--- src/rtl/wallace_mul_pkg.sv ---
// Shared widths and latency constants for the 4x4 Wallace multiplier.
// Latency depends on whether WALLACE_MUL_INREG_EN is defined.
package wallace_mul_pkg;
  localparam int OP_W          = 4;
  localparam int PROD_W        = 8;
  localparam int MUL_LAT_BASE  = 1;
  localparam int MUL_LAT_INREG = 2;
endpackage

--- src/rtl/wallace_tree_mul_if.sv ---
// Operand/product bundle for wallace_tree_mul.
// The master drives operands and the slave returns the product.
interface wallace_tree_mul_if;
  import wallace_mul_pkg::*;

  logic              in_valid;
  logic [OP_W-1:0]   A;
  logic [OP_W-1:0]   B;
  logic              out_valid;
  logic [PROD_W-1:0] Result;

  modport master (
    output in_valid, A, B,
    input  out_valid, Result
  );

  modport slave (
    input  in_valid, A, B,
    output out_valid, Result
  );
endinterface

--- src/rtl/wallace_full_adder.sv ---
// One-bit full adder cell used by the tree and the final ripple adder.
// A half adder is this cell with cin tied low.
module wallace_full_adder (
  input  logic a,
  input  logic b,
  input  logic cin,
  output logic s,
  output logic cout
);
  assign s    = a ^ b ^ cin;
  assign cout = (a & b) | (cin & (a ^ b));
endmodule

--- src/rtl/wallace_tree_mul.sv ---
// Unsigned 4x4 Wallace-tree multiplier with a registered 8-bit product.
// Defining WALLACE_MUL_INREG_EN adds an operand register stage.
module wallace_tree_mul
  import wallace_mul_pkg::*;
(
  input  logic             clk,
  input  logic             rst_n,
  wallace_tree_mul_if.slave io
);

  logic [OP_W-1:0] op_a;
  logic [OP_W-1:0] op_b;
  logic            op_v;

`ifdef WALLACE_MUL_INREG_EN
  logic [OP_W-1:0] a_q, a_d;
  logic [OP_W-1:0] b_q, b_d;
  logic            v_q, v_d;

  always_comb begin
    a_d = io.A;
    b_d = io.B;
    v_d = io.in_valid;
  end

  always_ff @(posedge clk or negedge rst_n) begin
    if (!rst_n) begin
      a_q <= '0;
      b_q <= '0;
      v_q <= 1'b0;
    end else begin
      a_q <= a_d;
      b_q <= b_d;
      v_q <= v_d;
    end
  end

  assign op_a = a_q;
  assign op_b = b_q;
  assign op_v = v_q;
`else
  assign op_a = io.A;
  assign op_b = io.B;
  assign op_v = io.in_valid;
`endif

  // pp[i][j] has weight i+j
  logic [OP_W-1:0][OP_W-1:0] pp;

  always_comb begin
    pp = '0;
    for (int i = 0; i < OP_W; i++) begin
      for (int j = 0; j < OP_W; j++) begin
        pp[i][j] = op_a[j] & op_b[i];
      end
    end
  end

  logic s1, c1, s2, c2, s3, c3;

  wallace_full_adder u_l1_w2 (
    .a(pp[0][2]), .b(pp[1][1]), .cin(pp[2][0]),
    .s(s1), .cout(c1)
  );
  wallace_full_adder u_l1_w3 (
    .a(pp[0][3]), .b(pp[1][2]), .cin(pp[2][1]),
    .s(s2), .cout(c2)
  );
  wallace_full_adder u_l1_w4 (
    .a(pp[1][3]), .b(pp[2][2]), .cin(pp[3][1]),
    .s(s3), .cout(c3)
  );

  // w4 uses a half adder so its height stays at 2
  logic s4, c4, sh, ch, s5, c5;

  wallace_full_adder u_l2_w3 (
    .a(s2), .b(pp[3][0]), .cin(c1),
    .s(s4), .cout(c4)
  );
  wallace_full_adder u_l2_w4 (
    .a(s3), .b(c2), .cin(1'b0),
    .s(sh), .cout(ch)
  );
  wallace_full_adder u_l2_w5 (
    .a(pp[2][3]), .b(pp[3][2]), .cin(c3),
    .s(s5), .cout(c5)
  );

  logic [PROD_W-2:0] rx, ry, cs;
  logic k1, k2, k3, k4, k5, k6, k7;

  assign rx = {pp[3][3], s5, sh, s4, s1, pp[0][1], pp[0][0]};
  assign ry = {c5, ch, c4, 1'b0, 1'b0, pp[1][0], 1'b0};

  wallace_full_adder u_cpa0 (
    .a(rx[0]), .b(ry[0]), .cin(1'b0), .s(cs[0]), .cout(k1)
  );
  wallace_full_adder u_cpa1 (
    .a(rx[1]), .b(ry[1]), .cin(k1), .s(cs[1]), .cout(k2)
  );
  wallace_full_adder u_cpa2 (
    .a(rx[2]), .b(ry[2]), .cin(k2), .s(cs[2]), .cout(k3)
  );
  wallace_full_adder u_cpa3 (
    .a(rx[3]), .b(ry[3]), .cin(k3), .s(cs[3]), .cout(k4)
  );
  wallace_full_adder u_cpa4 (
    .a(rx[4]), .b(ry[4]), .cin(k4), .s(cs[4]), .cout(k5)
  );
  wallace_full_adder u_cpa5 (
    .a(rx[5]), .b(ry[5]), .cin(k5), .s(cs[5]), .cout(k6)
  );
  wallace_full_adder u_cpa6 (
    .a(rx[6]), .b(ry[6]), .cin(k6), .s(cs[6]), .cout(k7)
  );

  logic [PROD_W-1:0] res_q, res_d;
  logic              vld_q, vld_d;

  always_comb begin
    res_d = {k7, cs};
    vld_d = op_v;
  end

  always_ff @(posedge clk or negedge rst_n) begin
    if (!rst_n) begin
      res_q <= '0;
      vld_q <= 1'b0;
    end else begin
      res_q <= res_d;
      vld_q <= vld_d;
    end
  end

  assign io.Result    = res_q;
  assign io.out_valid = vld_q;

endmodule

--- src/flat_wrapper.sv ---
// flat-port wrapper written by rule: the top's interface ports become plain ports
module wallace_tree_mul_flat import wallace_mul_pkg::*;
  (clk, rst_n, io_in_valid, io_A, io_B, io_out_valid, io_Result);
  wallace_tree_mul_if io_i ();
  input  logic clk;
  input  logic rst_n;
  input wire logic [$bits(io_i.in_valid)-1:0] io_in_valid;
  input wire logic [$bits(io_i.A)-1:0] io_A;
  input wire logic [$bits(io_i.B)-1:0] io_B;
  output wire logic [$bits(io_i.out_valid)-1:0] io_out_valid;
  output wire logic [$bits(io_i.Result)-1:0] io_Result;
  assign io_i.in_valid = io_in_valid;
  assign io_i.A = io_A;
  assign io_i.B = io_B;
  assign io_out_valid = io_i.out_valid;
  assign io_Result = io_i.Result;
  wallace_tree_mul u_core (.clk(clk), .rst_n(rst_n), .io(io_i));
endmodule
--- config.mk ---
export PLATFORM = sky130hd
export DESIGN_NAME = wallace_tree_mul_flat
export DESIGN_NICKNAME = d
export VERILOG_FILES = /design/src/rtl/wallace_mul_pkg.sv /design/src/rtl/wallace_tree_mul_if.sv /design/src/rtl/wallace_full_adder.sv /design/src/rtl/wallace_tree_mul.sv /design/src/flat_wrapper.sv
export SDC_FILE = /design/constraint.sdc
export NUM_CORES = 1
export LEC_CHECK = 0
export ABC_AREA = 1
export CORE_MARGIN = 5
export CORE_UTILIZATION = 32
export DETAILED_ROUTE_END_ITERATION = 8
export GPL_TIMING_DRIVEN = 0
export SETUP_SLACK_MARGIN = 0.4
export SLEW_MARGIN = 20
export SYNTH_ARGS = -nofsm -noshare
export SYNTH_HDL_FRONTEND = slang
export SYNTH_HIERARCHICAL = 1
export SYNTH_SLANG_ARGS = --single-unit
--- constraint.sdc ---
create_clock -name clk -period 0.8 [get_ports clk]
set_input_delay 0.08 -clock clk [delete_from_list [all_inputs] [get_ports clk]]
set_output_delay 0.08 -clock clk [all_outputs]
set_load 0.05 [all_outputs]
==> metrics.yaml, run 1 <==
outcome:
  status: "complete, but fails checks"
  failed_checks: "negative hold slack, negative setup slack"
routing:
  vias: 425
  wire_per_inst_um: 9.25
  postRouteAntennaNets: 0
  drt_iter0_drc: 1
  drc_errors: 0
  vias_per_cell: 3.90
  first_pass_iters: 3
  drt_wl_total_um: 1010
yosys:
  syn_area_um2: 609
  yosysTopAreaCellShare_pct: 42.7
  yosys.area.top_type: "fa_1"
  syn_inst: 55
  synth_seq_cells: 9
  avgSynthCellArea_um2: 11.1
  ys_seq_area_share_pct: 37.0
  synth_warnings: 6
  synth_area_leaders: "fa_1 (43%), dfrtp_1 (37%), inv_1 (9.9%), nand2_1 (9.9%), conb_1 (0.62%)"
  ys_types: 5
clocking:
  clk_pin_slew_ns: 0.06
  cts.sinks: 9
  cts-root-buf: "clkbuf_4"
  cts_buffers: 3
  cts_buffer_depth: 2
  cts_tree: "yes"
  htreeDepth: 1
critical_path:
  path_class: "input port to flop"
  cp.arrival_ns: 2.76
  crit_fanout: 3
  path_cells: "buf_8 -> nand2_2 -> inv_2 -> fa_1 -> fa_1 -> fa_2 -> fa_2 -> fa_2 -> fa_1"
  critPathMaxStageDelay_ns: 0.55
  crit_family: "adder cells"
  end_kind: "flop"
  slowest_stage: "fa_1"
  crit_buf_inv: 2
  start_kind: "input port"
  crit_required_ns: 0.92
  cp.depth: 9
floorplan:
  start_util_pct: 34.5
  core_area_um2: 1760
  dieWidth_um: 53.6
  fp-row-count: 15
  io_pins: 20
  die_h_um: 53.6
  die_area_um2: 2880
global_route:
  grt_max_degree: 10
  grt_pass1_vias: 527
  grt_util_all_layers_pct: 9.81
  grt_pass1_wl_um: 2080
  antenna_found_initial: 0
  overflow: 0
timing:
  finalSetupViolCount: 15
  post-route-period-util_pct: 330
  hold_violations: 9
  fin_ws_ns: -1.84
  fmax_mhz: 379
  slew_viol_final: 0
  fin_hold_ws_ns: -0.152
  rsz0062_at_grt: "true"
  layout_min_cycle_time_ns: 2.64
final_layout:
  drive_gt1_share_pct: 57.1
  syn_to_final_growth_pct: 58.7
  fin_util_pct: 54.8
  num-fill-cells: 163
  stdcell_area_um2: 967
  antenna_cells: 0
  nNetsFinal: 109
power:
  powerDensity_nw_per_um2: 2240
  peakVddDrop_uv: 959
  p_leak_uw: 0.000529
placed_design:
  port_buffers: 19
  dpl.hpwl_um: 890
  post_dp_cell_area_um2: 876
  gp_congestion: 0.790
  pre_cts_ws_ns: -2.63
job:
  maxCapViolations: 0
worst_hold_path:
  hp-class: "input port to asynchronous set/reset pin"
state kept, by name, summed over array words and instances, names as in the netlist:
name and count:
u_core/io.Result 8, u_core/io.out_valid 1
power by group:
| group | internal, uW | leakage, uW | total [uW] | switching, uW |
|---|---|---|---|---|
| Clock | 191 | 0.0000150 | 330 | 139 |
| Combinational | 450 | 0.000415 | 1170 | 723 |
| Sequential | 607 | 0.0000989 | 663 | 56.8 |
logic make-up (layout without fill, tap and decap cells):
group / Yosys count / count (layout) / synth area share, %
flops: 9 / 9 / 37.0
fa+ha+maj: 13 / 13 / 42.7
other cells: 1 / 5 / 0.615
simple gates: 16 / 16 / 9.86
buf+inv: 16 / 41 / 9.86
cell type report:
type / instances / area, um2 / area share (%)
timing repair buffer: 21 / 235 / 24.3
clock buffer: 4 / 26.3 / 2.72
sequential: 9 / 235 / 24.3
multi-input combinational: 34 / 379 / 39.2
inverter: 16 / 60.1 / 6.21
tap: 25 / 31.3 / 3.23
stage by stage:
stage	hold WS (ns)	std cells	power [uW]	TNS [ns]
floorplan	-0.216	59	1370	-9.32
global placement	0.390	103	1750	-16.53
detailed placement	0.395	103	1780	-16.68
CTS	-0.140	109	2200	-8.65
global route	-0.116	109	2330	-8.74
finish	-0.152	109	2170	-8.16
cells in the final DEF, fill, tap and decap left out:
cell type / count
dlymetal6s2s_1: 1
inv_2: 7
buf_4: 2
clkbuf_1: 1
clkbuf_4: 3
nand2_4: 2
dfrtp_1: 1
fa_2: 6
dlygate4sd2_1: 1
fa_1: 7
nand2_2: 4
buf_8: 4
buf_2: 1
conb_1: 5
clkdlybuf4s50_1: 1
buf_6: 11
dfrtp_2: 8
nand2_1: 10
inv_1: 9
synth_stat cells:
cell type  count
inv_1         16
fa_1          13
nand2_1       16
conb_1         1
dfrtp_1        9
what timing repair did:
item,in CTS,in global routing
setup buffers,2,0
setup endpoints to repair,26,17
pin swaps,13,6
gates resized for setup,113,8
hold endpoints to repair,9,9
per-layer routing:
metal  part of all wire (%)  wire length (um)  up-vias  GRT usage [%]
li1                       -                 -      200              -
met1                     38               380      209           10.9
met2                     52               522       16           18.0
met3                     10               104        0           3.05
met4                      0                 0        0           2.55
met5                      0                 0        -              0
worst max-delay path by stage:
stage,startpoint,endpoint
after global routing,io_B[2],u_core/io.Result[6]
after floorplan,io_B[0],u_core/io.Result[6]
final,io_B[2],u_core/io.Result[6]
after CTS,io_B[2],u_core/io.Result[6]
after detailed placement,io_B[0],u_core/io.Result[6]
after global placement,io_B[0],u_core/io.Result[6]
Power figures use the tool's default switching activity.
==> inputs of run 2 (changes only) <==
Settings changed: PLACE_DENSITY from default to 0.64.
Clock period 0.8 ns to 2.8 ns, I/O delays scaled along.
==> metrics.yaml, run 2 (synthesis gave the netlist of run 1 again) <==
power:
  p_switching_uw: 256  # was 919 uW
  power_frac_seq_pct: 29.7  # was 30.6%
  p_leak_uw: 0.000487  # was 0.000529 uW
  comb_power_share_pct: 53.8  # was 54.2%
  p_clk_share_pct: 16.5  # was 15.2%
  p_int_uw: 335  # was 1250 uW
  switching_share_pct: 43.3  # was 42.4%
  powerDensity_nw_per_um2: 667  # was 2240 nW/um2
  peakVddDrop_uv: 288  # was 959 uV
routing:
  drt_wl_total_um: 1080  # was 1010 um
  wire_per_inst_um: 10.0  # was 9.25 um
  drc_errors: 0  # unchanged
  first_pass_iters: 3  # unchanged
  vias: 428  # was 425
  postRouteAntennaNets: 0  # unchanged
  vias_per_cell: 3.96  # was 3.90
  drt_iter0_drc: 2  # was 1
final_layout:
  drive_gt1_share_pct: 28.9  # was 57.1%
  instances_no_fill: 108  # was 109
  antenna_cells: 0  # unchanged
  final_cell_mix: "nand2_1 (13), inv_1 (13), clkdlybuf4s50_1 (11), dfrtp_1 (9), fa_2 (7)"  # was buf_6 (11), nand2_1 (10), inv_1 (9), dfrtp_2 (8)
  syn_to_final_growth_pct: 45.6  # was 58.7%
  largest_reg_flops: 8  # unchanged
  nNetsFinal: 108  # was 109
  num-fill-cells: 175  # was 163
  register_area_um2: 225  # was 235 um2
  multi_input_area_um2: 364  # was 379 um2
  stdcell_area_um2: 887  # was 967 um2
timing:
  slew_headroom_pct: 66.7
  slew_viol_final: 0  # unchanged
  layout_min_cycle_time_ns: 2.86
  tightest_slew_ns: 0.498
  fin_ws_ns: -0.0620  # was -1.84 ns
  rsz0062_at_grt: "true"  # unchanged
  hold_violations: 0  # was 9
  post-route-period-util_pct: 102
  fmax_mhz: 349
  fin_tns_setup_ns: -0.0620  # was -8.16 ns
  finalSetupViolCount: 1  # was 15
critical_path:
  end_kind: "flop"  # unchanged
  critPathMaxStageDelay_ns: 0.52  # was 0.55 ns
  crit_required_ns: 3.00  # was 0.92 ns
  cpMostUsedCell: "fa_2"
  crit_fanout: 4  # was 3
  slowest_stage: "fa_1"  # unchanged
  cp.arrival_ns: 3.06  # was 2.76 ns
  path_class: "input port to flop"  # unchanged
  path_cells: "buf_2 -> nand2_2 -> inv_2 -> fa_1 -> fa_1 -> fa_2 -> fa_2 -> fa_2 -> fa_2"  # was buf_8 -> nand2_2 -> inv_2 -> fa_1 -> fa_1 -> fa_2 -> fa_2 -> fa_2 -> fa_1
  start_kind: "input port"  # unchanged
placed_design:
  post_dp_cell_area_um2: 858  # was 876 um2
  dpl.cell_count: 103  # unchanged
  gp_congestion: 0.794  # was 0.790
  port_buffers: 19  # unchanged
  dpl.hpwl_um: 899  # was 890 um
clocking:
  htreeDepth: 1  # unchanged
  cts-root-buf: "clkbuf_4"  # unchanged
  cts_buffer_depth: 2  # unchanged
  clk_pin_slew_ns: 0.06  # about the same
  cts_tree: "yes"  # unchanged
  cts.sinks: 9  # unchanged
  cts_buffers: 3  # unchanged
worst_hold_path:
  hp-class: "input port to asynchronous set/reset pin"  # unchanged
floorplan:
  fp-row-count: 15  # unchanged
  dieWidth_um: 53.6  # unchanged
  io_pins: 20  # unchanged
  core_area_um2: 1760  # unchanged
  die_area_um2: 2880  # unchanged
  die_h_um: 53.6  # unchanged
  start_util_pct: 34.5  # unchanged
outcome:
  failed_checks: "negative setup slack"  # was negative hold slack, negative setup slack
  status: "complete, but fails checks"  # unchanged
job:
  maxCapViolations: 0  # unchanged
global_route:
  grt_util_all_layers_pct: 9.11  # was 9.81%
  antenna_found_initial: 0  # unchanged
  grt_pass1_vias: 452  # was 527
  grt_max_degree: 10  # unchanged
  overflow: 0  # unchanged
  grt_pass1_wl_um: 1800  # was 2080 um
run 2: routing by layer:
metal | vias up | wire [um] | GRT usage, %
li1 | 199 | - | -
met1 | 209 | 447 | 10.9
met2 | 18 | 529 | 13.9
met3 | 2 | 90 | 2.77
met4 | 0 | 17 | 6.38
met5 | - | 0 | 0
run 2: worst max-delay path, delay by kind of cell:
kind | cells | cell delay (ns)
adders and majority gates | 6 | 2.55
buffers and inverters | 2 | 0.17
and+or+nand+nor | 1 | 0.07
run 2: layout make-up:
type	count	share of cell area, %
multi-input combinational	34	41.0
clock buffer	4	2.96
timing repair buffer	20	20.3
tap	25	3.53
sequential	9	25.4
inverter	16	6.77
run 2: worst max-delay path by stage:
stage                  from                  end  slack [ns]
floorplan           io_B[0]  u_core/io.Result[6]        0.14
CTS                 io_A[1]  u_core/io.Result[6]       -0.13
global route        io_A[3]  u_core/io.Result[6]       -0.12
detailed placement  io_A[3]  u_core/io.Result[6]       -0.74
finish              io_A[3]  u_core/io.Result[6]       -0.06
global placement    io_A[3]  u_core/io.Result[6]       -0.71
run 2: repair_timing:
| action | 4_1_cts | 5_1_grt |
|---|---|---|
| hold buffers | 0 | 0 |
| endpoints found under the hold margin | 0 | 0 |
| pin swaps | 5 | 5 |
| endpoints found under the setup margin | 4 | 3 |
| setup buffers | 0 | 1 |
| gates resized for setup | 40 | 3 |
run 2: power by group through the flow:
stage	clock (uW)	combinational (uW)	sequential (uW)
6_report	97.4	318	176
5_1_grt	109	343	180
4_1_cts	103	323	176
3_5_place_dp	0	322	179
3_3_place_gp	0	312	178
2_1_floorplan	0	67.2	317
run 2: through the flow:
stage | setup WS [ns] | hold slack (ns) | util (%) | power [uW]
after floorplan | 0.144 | -0.0156 | - | 384
after global placement | -0.710 | 0.590 | 48.7 | 490
after detailed placement | -0.742 | 0.592 | 48.7 | 500
after CTS | -0.128 | 0.310 | 49.6 | 602
after global routing | -0.125 | 0.338 | 50.3 | 632
final | -0.0620 | 0.305 | 50.3 | 591
